--- src/rtl/hmmm_prog_loader.sv ---
// hmmm_prog_loader - serial program loader for the Hmmm core program memory.
//
// Deserialises the two-wire load stream into 8-bit address / 16-bit
// instruction writes, holds the core stopped while loading and releases it
// on a "go" command. Sticky framing / checksum / overrun error flags.
//
// Frame (synchronised samples): start (addr=1), 16 bits MSB first
// (addr line: address[7:0] then check[7:0]; data line: instruction[15:0]),
// stop (both lines 0). Go command in IDLE: addr=0, data=1.
//
// Optional build macro: LOADER_CHECKSUM_EN
//   defined   - check byte must equal addr ^ data[15:8] ^ data[7:0]
//   undefined - check byte is ignored, err_check tied 0
//
// Parameters:
//   SYNC_STAGES  synchroniser flops per serial line (>= 2)
//   CNT_W        width of the saturating accepted-word counter
//
// Ports:
//   clk, rst_n              clock, asynchronous active-low reset
//   pgrm_addr, pgrm_data    serial lines from pads (asynchronous)
//   mem_we/mem_ready        write request / accept handshake
//   mem_addr, mem_wdata     write address / instruction (stable while mem_we)
//   cpu_run                 1 = core may execute
//   loading                 FSM not in IDLE
//   words_loaded            accepted write count (saturating)
//   err_frame/err_check/err_overrun  sticky error flags
module hmmm_prog_loader #(
  parameter int unsigned SYNC_STAGES = 2,
  parameter int unsigned CNT_W       = 9
) (
  input  logic             clk,
  input  logic             rst_n,
  input  logic             pgrm_addr,
  input  logic             pgrm_data,
  output logic             mem_we,
  input  logic             mem_ready,
  output logic [7:0]       mem_addr,
  output logic [15:0]      mem_wdata,
  output logic             cpu_run,
  output logic             loading,
  output logic [CNT_W-1:0] words_loaded,
  output logic             err_frame,
  output logic             err_check,
  output logic             err_overrun
);

  typedef enum logic [1:0] {
    S_IDLE,
    S_SHIFT,
    S_STOP
  } state_t;

  state_t r_state;
  state_t w_next;

  logic [SYNC_STAGES-1:0] r_addr_sync;
  logic [SYNC_STAGES-1:0] r_data_sync;
  logic                   w_a;
  logic                   w_d;

  logic [15:0]      r_asr;
  logic [15:0]      r_dsr;
  logic [3:0]       r_bitcnt;
  logic             r_mem_we;
  logic [7:0]       r_mem_addr;
  logic [15:0]      r_mem_wdata;
  logic             r_cpu_run;
  logic             r_run_req;
  logic [CNT_W-1:0] r_words;
  logic             r_err_frame;
  logic             r_err_overrun;

  logic w_start;
  logic w_go;
  logic w_stop_ok;
  logic w_stop_bad;
  logic w_check_ok;
  logic w_accept;
  logic w_frame_good;
  logic w_load;
  logic w_overrun;

  // Input synchronisers
  always_ff @(posedge clk or negedge rst_n) begin
    if (!rst_n) begin
      r_addr_sync <= '0;
      r_data_sync <= '0;
    end else begin
      r_addr_sync <= {r_addr_sync[SYNC_STAGES-2:0], pgrm_addr};
      r_data_sync <= {r_data_sync[SYNC_STAGES-2:0], pgrm_data};
    end
  end

  assign w_a = r_addr_sync[SYNC_STAGES-1];
  assign w_d = r_data_sync[SYNC_STAGES-1];

  // FSM state register
  always_ff @(posedge clk or negedge rst_n) begin
    if (!rst_n) r_state <= S_IDLE;
    else        r_state <= w_next;
  end

  // FSM next state and strobes
  always_comb begin
    w_next     = r_state;
    w_start    = 1'b0;
    w_go       = 1'b0;
    w_stop_ok  = 1'b0;
    w_stop_bad = 1'b0;
    case (r_state)
      S_IDLE: begin
        if (w_a) begin
          w_start = 1'b1;
          w_next  = S_SHIFT;
        end else if (w_d) begin
          w_go = 1'b1;
        end
      end
      S_SHIFT: begin
        if (r_bitcnt == 4'd15) w_next = S_STOP;
      end
      S_STOP: begin
        // Stop cycle always returns to IDLE; a 1 here is a framing error,
        // never a new start bit.
        w_next = S_IDLE;
        if (w_a || w_d) w_stop_bad = 1'b1;
        else            w_stop_ok  = 1'b1;
      end
      default: w_next = S_IDLE;
    endcase
  end

`ifdef LOADER_CHECKSUM_EN
  logic r_err_check;
  assign w_check_ok = (r_asr[7:0] == (r_asr[15:8] ^ r_dsr[15:8] ^ r_dsr[7:0]));

  always_ff @(posedge clk or negedge rst_n) begin
    if (!rst_n)                         r_err_check <= 1'b0;
    else if (w_stop_ok && !w_check_ok)  r_err_check <= 1'b1;
  end

  assign err_check = r_err_check;
`else
  logic w_unused_check;
  assign w_check_ok     = 1'b1;
  assign w_unused_check = ^r_asr[7:0];
  assign err_check      = 1'b0;
`endif

  assign w_accept     = r_mem_we & mem_ready;
  assign w_frame_good = w_stop_ok & w_check_ok;
  // Holding register may be refilled in the same cycle it drains.
  assign w_load       = w_frame_good & (~r_mem_we | w_accept);
  assign w_overrun    = w_frame_good & r_mem_we & ~mem_ready;

  // Shift registers and bit counter
  always_ff @(posedge clk or negedge rst_n) begin
    if (!rst_n) begin
      r_asr    <= '0;
      r_dsr    <= '0;
      r_bitcnt <= '0;
    end else if (w_start) begin
      r_bitcnt <= '0;
    end else if (r_state == S_SHIFT) begin
      r_asr    <= {r_asr[14:0], w_a};
      r_dsr    <= {r_dsr[14:0], w_d};
      r_bitcnt <= r_bitcnt + 4'd1;
    end
  end

  // Write holding register and handshake
  always_ff @(posedge clk or negedge rst_n) begin
    if (!rst_n) begin
      r_mem_we    <= 1'b0;
      r_mem_addr  <= '0;
      r_mem_wdata <= '0;
      r_words     <= '0;
    end else begin
      if (w_load) begin
        r_mem_we    <= 1'b1;
        r_mem_addr  <= r_asr[15:8];
        r_mem_wdata <= r_dsr;
      end else if (w_accept) begin
        r_mem_we <= 1'b0;
      end
      if (w_accept && (r_words != '1)) r_words <= r_words + CNT_W'(1);
    end
  end

  // Run control: go request waits until no write is pending
  always_ff @(posedge clk or negedge rst_n) begin
    if (!rst_n) begin
      r_cpu_run <= 1'b0;
      r_run_req <= 1'b0;
    end else if (w_start) begin
      r_cpu_run <= 1'b0;
      r_run_req <= 1'b0;
    end else begin
      if (w_go) r_run_req <= 1'b1;
      if (r_run_req && !r_mem_we) begin
        r_cpu_run <= 1'b1;
        r_run_req <= 1'b0;
      end
    end
  end

  // Sticky errors
  always_ff @(posedge clk or negedge rst_n) begin
    if (!rst_n) begin
      r_err_frame   <= 1'b0;
      r_err_overrun <= 1'b0;
    end else begin
      if (w_stop_bad) r_err_frame   <= 1'b1;
      if (w_overrun)  r_err_overrun <= 1'b1;
    end
  end

  assign mem_we       = r_mem_we;
  assign mem_addr     = r_mem_addr;
  assign mem_wdata    = r_mem_wdata;
  assign cpu_run      = r_cpu_run;
  assign loading      = (r_state != S_IDLE);
  assign words_loaded = r_words;
  assign err_frame    = r_err_frame;
  assign err_overrun  = r_err_overrun;

endmodule

--- config.mk ---
export PLATFORM = sky130hd
export DESIGN_NAME = hmmm_prog_loader
export DESIGN_NICKNAME = d
export VERILOG_FILES = /design/src/rtl/hmmm_prog_loader.sv
export SDC_FILE = /design/constraint.sdc
export NUM_CORES = 1
export LEC_CHECK = 0
export ABC_AREA = 0
export CAP_MARGIN = 20
export CORE_ASPECT_RATIO = 1.2
export CORE_MARGIN = 1
export CORE_UTILIZATION = 54
export CTS_CLUSTER_DIAMETER = 120
export CTS_CLUSTER_SIZE = 28
export DETAILED_ROUTE_END_ITERATION = 6
export HOLD_SLACK_MARGIN = 0.15
export PLACE_DENSITY_LB_ADDON = 0.2
export SYNTH_ARGS = -nofsm -noshare
export SYNTH_HDL_FRONTEND = slang
export SYNTH_SLANG_ARGS = --single-unit
--- constraint.sdc ---
create_clock -name clk -period 2.1 [get_ports clk]
set_input_delay 0.42 -clock clk [delete_from_list [all_inputs] [get_ports clk]]
set_output_delay 0.42 -clock clk [all_outputs]
set_load 0.05 [all_outputs]
==> results of run 1 <==
==> per-stage QoR <==
| stage | util (%) | cell area (µm²) | total power [mW] | hold WS [ns] |
|---|---|---|---|---|
| final | 69.0 | 3910 | 4.83 | 0.361 |
| after global routing | 69.0 | 3910 | 5.18 | 0.376 |
| after CTS | 68.9 | 3910 | 4.88 | 0.366 |
| after detailed placement | 65.4 | 3710 | 3.80 | 0.350 |
| after global placement | 65.4 | 3710 | 3.73 | 0.333 |
| after floorplan | - | 3200 | 3.35 | 0.124 |
==> timing repair <==
action	in CTS	in global routing
endpoints found under the hold margin	40	0
hold buffers	1	0
resized for setup	0	2
setup endpoints to repair	0	2
==> how the worst max path moves through the flow <==
stage,start,to,slack (ns),cells after the start
floorplan,words_loaded[0]$_DFFE_PN0P_,words_loaded[5]$_DFFE_PN0P_,0.17,7
global placement,mem_ready,mem_wdata[7]$_DFFE_PN0P_,0.26,5
detailed placement,mem_ready,mem_wdata[10]$_DFFE_PN0P_,0.22,5
CTS,mem_we$_DFFE_PN0P_,mem_we,0.03,1
global route,words_loaded[2]$_DFFE_PN0P_,words_loaded[2],0.003,1
finish,words_loaded[2]$_DFFE_PN0P_,words_loaded[2],0.05,1
==> where the power goes <==
group          internal, mW  switching (mW)  total [mW]
sequential             1.97           0.336        2.31
combinational         0.535           0.915        1.45
clock                 0.569           0.503        1.07
==> layout by cell type (no fill, tap or decap) <==
cell,instances
nand4_1,2
nand3_1,6
clkbuf_8,10
dlygate4sd3_1,1
o311ai_0,1
nor4b_1,1
mux2i_1,1
dfrtp_1,80
a22o_1,2
buf_4,8
a41oi_1,1
dlymetal6s2s_1,2
xnor2_1,3
nand2_1,107
inv_1,3
clkdlybuf4s50_1,38
nor2_1,5
nor4b_4,1
clkinv_2,3
clkbuf_1,1
a21oi_1,4
nand2b_1,5
nor2b_2,1
buf_12,1
bufinv_16,1
conb_1,1
nand2_2,1
and3b_1,1
o21bai_1,2
nand3b_1,1
o21ai_0,1
nor3_1,3
mux2_2,4
xor2_1,4
mux2_4,20
a31o_2,1
ha_1,3
==> logic make-up (layout without fill, tap and decap cells) <==
group	Yosys count	in the layout	synth area share, %
and+or+nand+nor	134	134	17.8
DFF	80	80	62.6
muxes	25	25	11.1
buffers and inverters	15	68	2.58
AOI/OAI and AO/OA	12	12	2.62
xor gates and xnor gates	7	7	1.92
adders and majority gates	3	3	1.17
other	1	1	0.117
==> state kept, by name, summed over array words and instances (netlist names), 2 cells and up <==
signal	count
r_state	2
r_data_sync	2
r_addr_sync	2
mem_addr	8
r_bitcnt	4
mem_wdata	16
r_asr	16
r_dsr	16
words_loaded	9
==> layout make-up <==
type                            count  area, µm²
Tap cell                           80        100
Timing Repair Buffer               50        495
Sequential cell                    80       2000
Multi-Input combinational cell    182       1110
Clock buffer                       11        141
Clock inverter                      4       45.0
Inverter                            3       11.3
Fill cell                         409       1760
==> metal layers <==
layer | vias to the layer above | global-route usage [%] | part of all wire [%]
met4 | 0 | 11.8 | 2.5
li1 | 989 | - | -
met2 | 32 | 31.0 | 48
met1 | 1017 | 27.1 | 47
met5 | - | 0 | 0
met3 | 10 | 3.72 | 2.6
==> results_dict.tcl, run 1 <==
set metrics [dict create \
    status "finished, final reports clean" \
    drc 0 \
    grt_start_max_net_pins 44 \
    synth.most_common_cell "nand2_1" \
    die_x_um 72.2 \
    p_per_area_nw_per_um2 1240 \
    vias 2048 \
    drtIter0Drc 106 \
    rr_startpoint "words_loaded[0]$_DFFE_PN0P_" \
    syn-num-nets 285 \
    hold_viol 0 \
    synth_commonest_cells "107 x nand2_1, 80 x dfrtp_1, 20 x mux2_4, 8 x clkbuf_1, 6 x nand3_1" \
    max_stage_delay_ns 0.84 \
    peakVddDrop_v 0.000658 \
    crit_buf_inv 1 \
    grt_antenna_before_repair 0 \
    drive_above_1_share_pct 15.5 \
    slowest_stage "clkdlybuf4s50_1" \
    pre_cts_ws_ns 0.225 \
    dp.cells 394 \
    drt_pass1_iterations 4 \
    rows 30 \
    post_cts_buffers 0 \
    drt-wirelength-per-cell_um 13.3 \
    fmax_ghz 0.489 \
    r2r_slack_ns 0.27 \
    insertedDiodeCount 0 \
    worst_slew_pin_slew_ns 0.541 \
    hold_path.class "flop to flop" \
    synth_edf_count 0 \
    port_buffers 42 \
    min_from "r_data_sync[0]$_DFF_PN0_" \
    die_area_um2 6230 \
    arrival_ns 1.63 \
    timing.final.crit_share_pct 97.4 \
    nets 334 \
    stdcell_count 410 \
    cts.htree.levels 3 \
    crit_fanout 6 \
    synth_top_area_cell "dfrtp_1" \
    track_usage_pct 20.2 \
    ys_top_cells_by_area "dfrtp_1 63%, nand2_1 13%, mux2_4 9.4%" \
    clk_latency_ns 0.34 \
    final_max_slew_viol_count 0 \
    setup_viol 0 \
    io_pins 44 \
    totalWireLength_um 5450 \
    cts_tree "done" \
    end_kind "output port" \
    start_util_pct 56.4 \
    synth_top_area_share_pct 62.6 \
    fp.dieH_um 86.3 \
    ctsRootBufferMaster "clkbuf_8" \
    leakage_nw 2.04 \
    fin_setup_tns_ns 0 \
    min_to "r_data_sync[1]$_DFF_PN0_" \
    seq_area_frac_synth_pct 62.6 \
    crit_path_cell_trace "clkdlybuf4s50_1" \
    core_um2 5670 \
    cp-start-kind "flop" \
    rr_worst_depth 7 \
    synthArstFlopShare_pct 100 \
    dp_hpwl_um 3550 \
    netlist_area_um2 3200 \
    grt_overflow_total 0 \
    slew_headroom_pct 63.9 \
    synth.yosys.warnings 0 \
    synth-seq-cells 80 \
    rr_endpoint "words_loaded[7]$_DFFE_PN0P_" \
    syn_avg_cell_area_um2 11.5 \
    place_congestion 0.729 \
    hold_depth 0 \
    viasPerCell 5.00 \
    numCtsBuffers 9 \
    final.min_clock_period_ns 2.05 \
    rsz0062_at_grt "no" \
    synthFlopType "dfrtp_1" \
    crit_type "flop to output port" \
    crit_family "buffers and inverters" \
    cts.sinks 80 \
    antenna_left 0 \
    setup_ws_ns 0.0549 \
    grt_pass1_vias 2016 \
    synthCells 277 \
    cts_max_path_buffers 2 \
    ys_types 31 \
    maxCapViolations 0 \
    area_growth_pct 22.3 \
    path_clk_slew_ns 0.07 \
    cp_data_required_time_ns 1.68 \
    grt_pass1_wl_um 9450 \
    finalClockSkew_ns 0.00928 \
]
Note: power is estimated with default switching activity, not from simulation.
==> run 2, diff against run 1 <==
--- a/config.mk
+++ b/config.mk
@@ -7,7 +7,7 @@
 export LEC_CHECK = 0
 export ABC_AREA = 0
 export CAP_MARGIN = 20
-export CORE_ASPECT_RATIO = 1.2
+export CORE_ASPECT_RATIO = 1.25
 export CORE_MARGIN = 1
 export CORE_UTILIZATION = 54
 export CTS_CLUSTER_DIAMETER = 120
==> run 2 against run 1 <==
The run now ends with DRC left. Sequential power barely moved. Sequential share of layout area fell by 0.065 points. Largest cell class unchanged. Register-to-register slack got worse by 0.03 ns. First-iteration DRC count fell by 10%. Flip-flop and latch count did not move. Critical path type unchanged. Combinational power barely moved. Critical endpoint unchanged. Cell count fell by 4.6%. Clock-buffer cell count fell by 2. Worst hold slack got worse by 0.0051 ns. Power rose by 2.4%. Via count fell by 2.0%. Wire length fell by 2.2%.
==> results_dict.tcl, run 2 (same netlist as run 1, synthesis figures left out) <==
set metrics [dict create \
    final_util_pct 70.5 \
    grt_pass1_vias 2065 \
    timing.final.crit_share_pct 97.1 \
    switchingPower_mw 1.76 \
    slew_headroom_pct 64.2 \
    cp-start-kind "flop" \
    finalClockSkew_ns 0.00757 \
    port_buffers 42 \
    drtIter0Drc 95 \
    grt_pass1_wl_um 9470 \
    cp_data_required_time_ns 1.68 \
    totalWireLength_um 5330 \
    post_cts_buffers 0 \
    end_kind "output port" \
    max_stage_delay_ns 0.84 \
    n_fill_cell 413 \
    track_usage_pct 19.9 \
    crit_path_cell_trace "clkdlybuf4s50_1" \
    ctsRootBufferMaster "clkbuf_8" \
    pwr-share-seq_pct 46.5 \
    cts.htree.levels 3 \
    p_per_area_nw_per_um2 1260 \
    cts_tree "done" \
    drive_above_1_share_pct 15.0 \
    area_growth_pct 22.5 \
    dp_hpwl_um 3420 \
    swShare_pct 35.7 \
    grt_overflow_total 0 \
    fin_setup_tns_ns 0 \
    clk_latency_ns 0.33 \
    maxCapViolations 0 \
    grt_antenna_before_repair 0 \
    leakage_nw 2.04 \
    nets 331 \
    start_util_pct 57.5 \
    grt_start_max_net_pins 48 \
    numCtsBuffers 9 \
    vias 2007 \
    rows 30 \
    place_congestion 0.768 \
    path_clk_slew_ns 0.08 \
    drt-wirelength-per-cell_um 13.6 \
    setup_viol 0 \
    antenna_left 0 \
    viasPerCell 5.13 \
    die_x_um 70.8 \
    final_max_slew_viol_count 0 \
    drc 4 \
    hold_viol 0 \
    status "finished with violations" \
    fmax_ghz 0.490 \
    fp.dieH_um 88.0 \
    peakVddDrop_v 0.000765 \
    crit_buf_inv 1 \
    cts_max_path_buffers 2 \
    final.min_clock_period_ns 2.04 \
    cts.sinks 80 \
    crit_fanout 6 \
    violations "DRC" \
    p_int_mw 3.18 \
    final_common_cell "nand2_1" \
    core_um2 5560 \
    final_cell_mix "107 x nand2_1, 80 x dfrtp_1, 38 x clkdlybuf4s50_1" \
    hold_path.class "flop to flop" \
    crit_family "buffers and inverters" \
    rsz0062_at_grt "no" \
    worst_slew_pin_slew_ns 0.537 \
    drt_pass1_iterations 7 \
    io_pins 44 \
    arrival_ns 1.62 \
    final_area_um2 3920 \
    slowest_stage "clkdlybuf4s50_1" \
    clkPwrFrac_pct 23.8 \
    insertedDiodeCount 0 \
    postPlaceCellArea_um2 3690 \
    crit_type "flop to output port" \
    die_area_um2 6230 \
    power_frac_comb_pct 29.7 \
]
run 2: worst paths after layout:
| path | startpoint | to | slack [ns] | depth (start not counted) |
|---|---|---|---|---|
| worst max-delay path | words_loaded[2]$_DFFE_PN0P_ | words_loaded[2] | 0.06 | 1 |
| worst max register to register | words_loaded[0]$_DFFE_PN0P_ | words_loaded[7]$_DFFE_PN0P_ | 0.24 | 7 |
| min in group asynchronous | rst_n | words_loaded[2]$_DFFE_PN0P_ | 0.57 | 2 |
| worst min-delay path | r_data_sync[0]$_DFF_PN0_ | r_data_sync[1]$_DFF_PN0_ | 0.36 | 0 |
| worst min register to register | r_data_sync[0]$_DFF_PN0_ | r_data_sync[1]$_DFF_PN0_ | 0.36 | 0 |
| max in group asynchronous | rst_n | r_asr[15]$_DFFE_PN0P_ | 0.94 | 3 |
run 2: per-layer routing:
| metal | wire length [µm] | up-vias | track usage, % |
|---|---|---|---|
| met3 | 203 | 6 | 5.18 |
| met4 | 57 | 0 | 7.09 |
| li1 | - | 982 | - |
| met1 | 2550 | 975 | 27.2 |
| met5 | 0 | - | 0 |
| met2 | 2530 | 44 | 31.4 |
run 2: layout make-up:
cell class | instances | area (µm²) | share of cell area, %
sequential | 80 | 2000 | 51.1
tap | 64 | 80.1 | 2.05
clock buffer | 9 | 124 | 3.16
timing repair buffer | 47 | 498 | 12.7
inverter | 3 | 11.3 | 0.288
multi-input combinational | 182 | 1110 | 28.5
clock inverter | 6 | 85.1 | 2.17
run 2: power groups by stage:
stage	clock, mW	sequential (mW)	combinational, mW
6_report	1.18	2.30	1.47
4_1_cts	1.20	2.30	1.49
3_5_place_dp	0	2.32	1.49
3_3_place_gp	0	2.32	1.44
2_1_floorplan	0	2.46	0.891
5_1_grt	1.28	2.36	1.66
run 2: stage by stage:
step / worst slack, ns / hold slack, ns / power (mW) / std cells
3_5_place_dp: 0.229 / 0.340 / 3.81 / 375
4_1_cts: 0.0253 / 0.359 / 5.00 / 391
5_1_grt: 0.00160 / 0.375 / 5.30 / 391
6_report: 0.0599 / 0.356 / 4.95 / 391
3_3_place_gp: 0.262 / 0.334 / 3.75 / 375
2_1_floorplan: 0.167 / 0.124 / 3.35 / 277
run 2: timing repair:
action	in CTS	in global routing
setup endpoints to repair	0	2
resized for setup	0	2
hold endpoints to repair	33	0
hold buffers	1	0
